[src/rtl/pipelined_control_unit.sv]
// ID-stage decode controller for the 5-stage RV32I pipeline: registers control bits into
// ID/EX, inserts bubbles on flush / load-use hazards, flags bad opcodes and drains on HALT.
module pipelined_control_unit #(
  parameter int OPCODE_W     = 7,
  parameter int REG_ADDR_W   = 5,
  parameter int ALUOP_W      = 2,
  parameter int DRAIN_CYCLES = 3
) (
  input  logic                  clk,
  input  logic                  reset,
  input  logic [OPCODE_W-1:0]   Opcode,
  input  logic                  id_valid,
  input  logic [REG_ADDR_W-1:0] id_rs1,
  input  logic [REG_ADDR_W-1:0] id_rs2,
  input  logic                  flush,
  input  logic                  resume,
  input  logic [REG_ADDR_W-1:0] ex_rd,
  output logic                  ex_ALUSrc,
  output logic                  ex_MemtoReg,
  output logic                  ex_RegWrite,
  output logic                  ex_MemRead,
  output logic                  ex_MemWrite,
  output logic                  ex_Branch,
  output logic                  ex_Jal,
  output logic [ALUOP_W-1:0]    ex_ALUOp,
  output logic                  ex_valid,
  output logic                  ex_illegal,
  output logic                  stall,
  output logic                  halted
);
  localparam int CNT_W = (DRAIN_CYCLES > 1) ? $clog2(DRAIN_CYCLES) : 1;

  localparam logic [OPCODE_W-1:0] OP_R    = OPCODE_W'(7'b0110011);
  localparam logic [OPCODE_W-1:0] OP_I    = OPCODE_W'(7'b0010011);
  localparam logic [OPCODE_W-1:0] OP_LW   = OPCODE_W'(7'b0000011);
  localparam logic [OPCODE_W-1:0] OP_SW   = OPCODE_W'(7'b0100011);
  localparam logic [OPCODE_W-1:0] OP_BR   = OPCODE_W'(7'b1100011);
  localparam logic [OPCODE_W-1:0] OP_JAL  = OPCODE_W'(7'b1101111);
  localparam logic [OPCODE_W-1:0] OP_JALR = OPCODE_W'(7'b1100111);
  localparam logic [OPCODE_W-1:0] OP_HALT = OPCODE_W'(7'b1111111);

  typedef struct packed {
    logic               alusrc;
    logic               memtoreg;
    logic               regwrite;
    logic               memread;
    logic               memwrite;
    logic               branch;
    logic               jal;
    logic               illegal;
    logic [ALUOP_W-1:0] aluop;
  } ctrl_t;

  typedef enum logic [1:0] {RUN, DRAIN, HALTED} state_t;

  state_t           state, state_next;
  logic [CNT_W-1:0] cnt;
  ctrl_t            ctrl_p0, ctrl_p1;
  logic             vld_p1;
  logic             load_use, issue, take_halt;

  function automatic ctrl_t decode(input logic [OPCODE_W-1:0] op);
    ctrl_t c;
    logic  r, i, lw, sw, br, jal, jalr, hlt;
    c    = '0;
    r    = (op == OP_R);
    i    = (op == OP_I);
    lw   = (op == OP_LW);
    sw   = (op == OP_SW);
    br   = (op == OP_BR);
    jal  = (op == OP_JAL);
    jalr = (op == OP_JALR);
    hlt  = (op == OP_HALT);
    c.alusrc   = lw | sw | i | jalr;
    c.memtoreg = lw;
    c.memread  = lw;
    c.regwrite = r | lw | i | jal | jalr;
    c.memwrite = sw;
    c.branch   = br | jal | jalr | hlt;
    c.jal      = jal;
    c.aluop[0] = br | jalr;
    c.aluop[1] = r | i | jalr;
    c.illegal  = ~(r | i | lw | sw | br | jal | jalr | hlt);
    return c;
  endfunction

  assign ctrl_p0   = decode(Opcode);
  assign load_use  = id_valid & vld_p1 & ctrl_p1.memread & (ex_rd != '0)
                   & ((ex_rd == id_rs1) | (ex_rd == id_rs2));
  assign issue     = (state == RUN) & id_valid & ~flush & ~load_use;
  assign take_halt = issue & (Opcode == OP_HALT);

  // ID -> EX boundary: anything that does not issue becomes a bubble
  always_ff @(posedge clk or negedge reset) begin
    if (!reset) begin
      ctrl_p1 <= '0;
      vld_p1  <= 1'b0;
    end else if (issue) begin
      ctrl_p1 <= ctrl_p0;
      vld_p1  <= 1'b1;
    end else begin
      ctrl_p1 <= '0;
      vld_p1  <= 1'b0;
    end
  end

  always_ff @(posedge clk or negedge reset) begin
    if (!reset) begin
      state <= RUN;
      cnt   <= '0;
    end else begin
      state <= state_next;
      if (take_halt)
        cnt <= CNT_W'(DRAIN_CYCLES - 1);
      else if (state == DRAIN && cnt != '0)
        cnt <= cnt - CNT_W'(1);
    end
  end

  always_comb begin
    state_next = state;
    case (state)
      RUN:     if (take_halt) state_next = DRAIN;
      DRAIN:   if (cnt == '0) state_next = HALTED;
      HALTED:  if (resume)    state_next = RUN;
      default: state_next = RUN;
    endcase
  end

  // Only RUN lets the front end advance; DRAIN and HALTED freeze PC and IF/ID
  always_comb begin
    stall  = 1'b1;
    halted = 1'b0;
    case (state)
      RUN:     stall  = load_use & ~flush;
      HALTED:  halted = 1'b1;
      default: ;
    endcase
  end

  assign ex_ALUSrc   = ctrl_p1.alusrc;
  assign ex_MemtoReg = ctrl_p1.memtoreg;
  assign ex_RegWrite = ctrl_p1.regwrite;
  assign ex_MemRead  = ctrl_p1.memread;
  assign ex_MemWrite = ctrl_p1.memwrite;
  assign ex_Branch   = ctrl_p1.branch;
  assign ex_Jal      = ctrl_p1.jal;
  assign ex_ALUOp    = ctrl_p1.aluop;
  assign ex_illegal  = ctrl_p1.illegal;
  assign ex_valid    = vld_p1;

endmodule

[config.mk]
export PLATFORM = sky130hd
export DESIGN_NAME = pipelined_control_unit
export DESIGN_NICKNAME = d
export VERILOG_FILES = /design/src/rtl/pipelined_control_unit.sv
export SDC_FILE = /design/constraint.sdc
export NUM_CORES = 1
export LEC_CHECK = 0
export BUFFER_PORTS_ARGS = -buffer_cell sky130_fd_sc_hd__buf_2
export CORE_UTILIZATION = 34
export CTS_CLUSTER_DIAMETER = 60
export DETAILED_ROUTE_END_ITERATION = 8
export GPL_TIMING_DRIVEN = 0
export PLACE_DENSITY_LB_ADDON = 0.05
export SLEW_MARGIN = 25
export SYNTH_ARGS = -nofsm -noshare
export SYNTH_HDL_FRONTEND = slang
export SYNTH_SLANG_ARGS = --single-unit
[constraint.sdc]
create_clock -name clk -period 1.9 [get_ports clk]
set_input_delay 0.38 -clock clk [delete_from_list [all_inputs] [get_ports clk]]
set_output_delay 0.38 -clock clk [all_outputs]
set_load 0.05 [all_outputs]
# Yosys cells after proc, flatten, opt, wreduce, memory -nomap -nowiden
# Index checks and enable logic that the tools add are counted.
dict set report classes {
  addsub 1
  mux 10
  n_reduce_logical 7
  n_eq_ne 15
  bitwise_logic 32
}
# cell count
set op_table {}
lappend op_table {{7-bit == test, second input constant} 4}
lappend op_table {{1-bit OR} 20}
lappend op_table {{7-bit by 6-bit == test with 1-bit output, second input constant} 2}
lappend op_table {{5-bit == test} 2}
lappend op_table {{10-bit 2-to-1 mux} 1}
lappend op_table {{2-bit 2-to-1 mux} 5}
lappend op_table {{1-bit bitwise AND} 9}
lappend op_table {{7-bit by 2-bit == test with 1-bit output, second input constant} 1}
lappend op_table {{7-bit by 5-bit == test with 1-bit output, second input constant} 1}
lappend op_table {{2-bit one-hot mux with 3 select lines} 1}
lappend op_table {{5-bit nonzero test} 1}
lappend op_table {{2-bit zero test} 2}
lappend op_table {{2-bit != test, second input constant} 2}
lappend op_table {{2-bit nonzero test} 2}
lappend op_table {{1-bit 2-to-1 mux} 3}
lappend op_table {{1-bit inverter} 3}
lappend op_table {{3-bit AND reduction} 1}
lappend op_table {{2-bit by 1-bit == test with 1-bit output, second input constant} 1}
lappend op_table {{2-bit == test, second input constant} 1}
lappend op_table {{2-bit by 1-bit != test with 1-bit output, second input constant} 1}
lappend op_table {{2-bit by 1-bit subtractor with 2-bit output, second input constant} 1}
lappend op_table {{1-bit logical AND} 1}
dict set report word_totals {
  ff_bits 15
  in_bits 27
  output_inout_bits 13
}

# Depth between registers and ports, before layout
dict set report logic_depth {
  word_depth 10
  depth_mapped 6
}

# Least setup slack after synthesis
# OpenSTA, ideal clock, no wires.
dict set report synth_path {
  path_kind {register -> output}
  from {register ctrl_p1, in the netlist ex_MemRead}
  to {output stall}
  setup_slack_ns -0.543
  path_stages_with_launch 5
  arrival_ns 2.063
  path_buffers 0
  cell_sequence {dfrtp_1 -> nand3_1 -> a21oi_1 -> nand2_1 -> o21ai_0}
}
dict set report synth_via {
  elab_chain_len 5
}
# item line
set synth_lines {}
lappend synth_lines {{start, declared} 58} ;# ctrl_t ctrl_p0, ctrl_p1;
lappend synth_lines {{start signal, assigned} 99} ;# ctrl_p1 <= ctrl_p0;
lappend synth_lines {{1-bit bitwise AND (2 in series)} 88} ;# assign load_use = id_valid & vld_p1 & ctrl_p1.memread & (ex_rd != '0)
lappend synth_lines {{1-bit bitwise AND} 89} ;# & ((ex_rd == id_rs1) | (ex_rd == id_rs2));
lappend synth_lines {{1-bit bitwise AND} 135} ;# RUN: stall = load_use & ~flush;
lappend synth_lines {{1-bit 2-to-1 mux} 134} ;# case (state)
lappend synth_lines {{end, declared} 28} ;# output logic stall,
# No other way between the ends.

# Worst setup path after layout
dict set report layout_path {
  from {input ex_rd[0]}
  to {output stall}
}
dict set report layout_via {
  elab_chain_len 5
}
# item line
set layout_lines {}
lappend layout_lines {{start, declared} 17} ;# input logic [REG_ADDR_W-1:0] ex_rd,
lappend layout_lines {{5-bit == test or 5-bit nonzero test (tied branches)} {89, 88}}
lappend layout_lines {{1-bit OR or 1-bit bitwise AND (tied branches)} {89, 88}}
lappend layout_lines {{1-bit bitwise AND *} 89}
lappend layout_lines {{1-bit bitwise AND *} 135}
lappend layout_lines {{1-bit 2-to-1 mux *} 134}
# Every way passes the cells marked *; elsewhere a longest branch is shown, timed or not.

==> results.txt <==
- The run finished with clean final reports.
* Cts bufs inserted: 3
- Global routing usage on met1: 16.92%
* Area of the multi-input gates: slightly below 400 µm²
* First-pass GRT wire length: 2794 µm
- Summing every instance area after synthesis gives 783.3 µm².
- Pwr/cell area: 693.0 nW/µm²
- Depth of the CTS H-tree: 1
- The worst pin sits at a relative slew slack of 41.01%.
- Met3 GRT Util: 3.086%
* #FFs+latches synth: 14
* Maximum root-to-sink buffer count: 2
- Vias post-DR: 688
* Final setup fails: 0
* CTS resizes: 0
- Critical path fanouts, max: 3
- Maximum frequency from static timing analysis: 551.6 MHz
* Slew at the pin closest to its max-slew limit: between 0.8 and 0.9 ns
- The initialized floorplan defines 17 standard-cell rows.
* Clock root buffer: sky130_fd_sc_hd__clkbuf_4
- The die covers 2500 µm².
- Final max-slew violation count: 0
* Height of the chip: 50.00 µm
- The global routing stage identified its most utilized layer as met2.
- Number of synthesized flops with an enable pin: 0
- Excluding fillers, the count of instances in the completed layout stands at 151.
* Detailed Route Iter0 Violations: 3
- By count the netlist is led by sky130_fd_sc_hd__dfrtp_1 (14), sky130_fd_sc_hd__xnor2_1 (11), sky130_fd_sc_hd__nand2_1 (10).
- Averaged over all synthesized cells, the footprint is 9.915 µm².
- The region available for standard cell placement spans 2191 µm².
- Top-area cell type share of the netlist area: 44.73%
- Sink count of the clock tree: 14
* Sequential standard cell area: about 350 µm²
- Of all cell types, the one taking the most synthesized area is sky130_fd_sc_hd__dfrtp_1.
- Setup skew after layout: 0.004424 ns
* Floorplan die width: 50.00 µm
- The cell count after synthesis came out at 79.
- Global routing used 24.44% of the available met2 tracks.
- Clk_lat worst skew: 0.28 ns
* Sequential element share of the synthesized area: 44.73%
* Count of nets after finishing: 152
- Type of destination of the critical path: primary output
* Syn_nets: approximately 110
- The tool flagged a number of max-cap violations equal to 0.
- The worst hold path belongs to the class primary input to flip-flop.
* Antenna violations before repair: 0
- In the routed layout, each cell is associated on average with a via count of 4.556.
- Counting distinct cell types in the post-synthesis netlist gives 26.
- For this run, the detailed router's first-pass iteration total came to 4.
* Post-route minimum period: 1.813 ns
- Grt total ovfl: 0
- Compared with the post-synthesis result, the final layout area differs by 35.78%.
* Worst endpoint required time: 1.52 ns
* RSZ-0062 raised after global routing: no
* Post-CTS Setup Repair Bufs: 0
- At the end of routability-driven placement, the weighted congestion stood at 0.6757.
- Once detailed placement completed, the half-perimeter wirelength came to 1274 µm.
* Count of buffers inserted at the top-level ports: 39
- TritonCTS clock tree: done
* Share of synthesized registers carrying an async set or reset: 100.0%
- Dividing the detail-routed wire length by the instance count gives 10.22 µm.
- Data on the critical path arrives at its endpoint at about 1.4 ns.
- The via count of the first global-routing pass came to 688.
- In the final layout, the share of cells above drive strength 1 is approximately 41%.
- After detailed routing, the number of remaining DRC violations is 0.
- Counting the fill cells in the layout gives 225.
- Element type at the critical path start: primary input
- The number of placed instances, taps included, is 146.
- The final hold violation count was 0.
- Global-route usage over all layers: 14.63%
- Period utilization: 95.42%
* Final wirelength: 1543 µm
* Classification of the worst setup path: primary input to primary output
- Antenna Nets Post-Route: 0
* Clock transition at the register clock pins on the worst setup and hold paths after CTS: around 0.080 ns
- After clock tree synthesis, the flow added hold-fix buffers numbering 1.
- By instance count, the leading cell after synthesis is sky130_fd_sc_hd__dfrtp_1.
* Leading register cell type out of synthesis: sky130_fd_sc_hd__dfrtp_1
- 0 antenna diodes ended up in the layout.
- Setup total negative slack on the finished layout was measured at 0 ns.
- Total leakage power: about 0.00054 µW
- Ports: 40
* Peak supply drop: ~0.47 mV
- Total of warnings raised by yosys: 0
* Synth top area cells: sky130_fd_sc_hd__dfrtp_1 (45%), sky130_fd_sc_hd__xnor2_1 (12%), sky130_fd_sc_hd__nand2_1 (4.8%)
- For this configuration, the core starts out at a cell density of 35.75%.
* Largest net degree at the start of global routing: 15
==> power by group <==
group          internal, µW  leakage [µW]  switching (µW)
clock                   117     0.0000210            93.6
combinational          88.9      0.000331             105
sequential              323      0.000188            9.43
==> state kept, by name, indices dropped and copies added, names as in the netlist <==
register	cells
ex_RegWrite	1
ex_MemWrite	1
ex_MemRead	1
ex_Branch	1
cnt	2
ex_valid	1
ex_ALUSrc	1
ex_Jal	1
state	2
ex_illegal	1
ex_ALUOp	2
==> worst paths after layout <==
kind | start | endpoint | slack, ns | depth (start not counted)
hold / removal | resume | state[1] | 0.31 | 2
max in group asynchronous | reset | ex_MemRead | 1.13 | 2
hold reg to reg | cnt[1] | cnt[1] | 0.55 | 2
setup reg to reg | state[0] | state[0] | 0.47 | 4
min in group asynchronous | reset | cnt[0] | 0.52 | 2
setup / recovery | ex_rd[0] | stall | 0.09 | 7
==> critical path, cell delays in order <==
cell	delay, ns
sky130_fd_sc_hd__buf_2	0.12
sky130_fd_sc_hd__xnor2_1	0.15
sky130_fd_sc_hd__nand3_1	0.09
sky130_fd_sc_hd__o22ai_1	0.21
sky130_fd_sc_hd__nand2_1	0.09
sky130_fd_sc_hd__o21ai_2	0.11
sky130_fd_sc_hd__buf_2	0.27
==> routing by layer <==
layer / up-vias / wire [µm] / share of wire (%)
met3: 4 / 84 / 5.4
li1: 359 / - / -
met1: 302 / 689 / 45
met2: 23 / 746 / 48
met4: 0 / 22 / 1.4
met5: - / 0 / 0
==> cells in the final DEF, fill, tap and decap left out, drive strengths merged <==
master / instances
dlygate4sd3: 1
o31a: 1
a31oi: 1
ha: 1
nor3b: 3
a21oi: 3
o21ai: 3
mux2i: 1
nand3: 4
xnor2: 11
nor4b: 2
clkbuf: 4
buf: 41
nand3b: 1
nor4: 1
a21bo: 1
inv: 6
and2b: 1
o22ai: 1
dfrtp: 14
nor2: 5
nor3: 3
nand2: 10
o31ai: 2
nand2b: 2
==> kinds of logic (layout without fill, tap and decap cells) <==
family          count (synthesis)  in the layout  share of synthesized area, %
simple gates                   32             32                         23.16
flops                          14             14                         44.73
compound gates                 12             12                         11.66
xor+xnor                       11             11                         12.30
buf+inv                         8             52                         5.272
fa+ha+maj                       1              1                         1.597
mux                             1              1                         1.278
==> metrics by stage <==
step	area (µm²)	util, %	total power, µW	worst slack (ns)	hold WS (ns)
2_1_floorplan	787.0	-	467.3	0.08398	0.08441
3_3_place_gp	1017	46.43	531.8	0.08278	0.2849
3_5_place_dp	1017	46.43	534.3	0.07424	0.2913
4_1_cts	1064	48.54	746.2	0.07144	0.3085
5_1_grt	1064	48.54	794.5	0.003918	0.3134
6_report	1064	48.54	737.0	0.08706	0.3118
==> cell type report <==
cell class | instances | share of cell area [%]
Timing Repair Buffer | 40 | 19.29
Multi-Input combinational cell | 57 | 37.18
Sequential cell | 14 | 32.94
Clock buffer | 4 | 3.412
Buffer | 2 | 1.765
Inverter | 6 | 2.118
Tap cell | 28 | 3.294
Power figures use the tool's default switching activity.
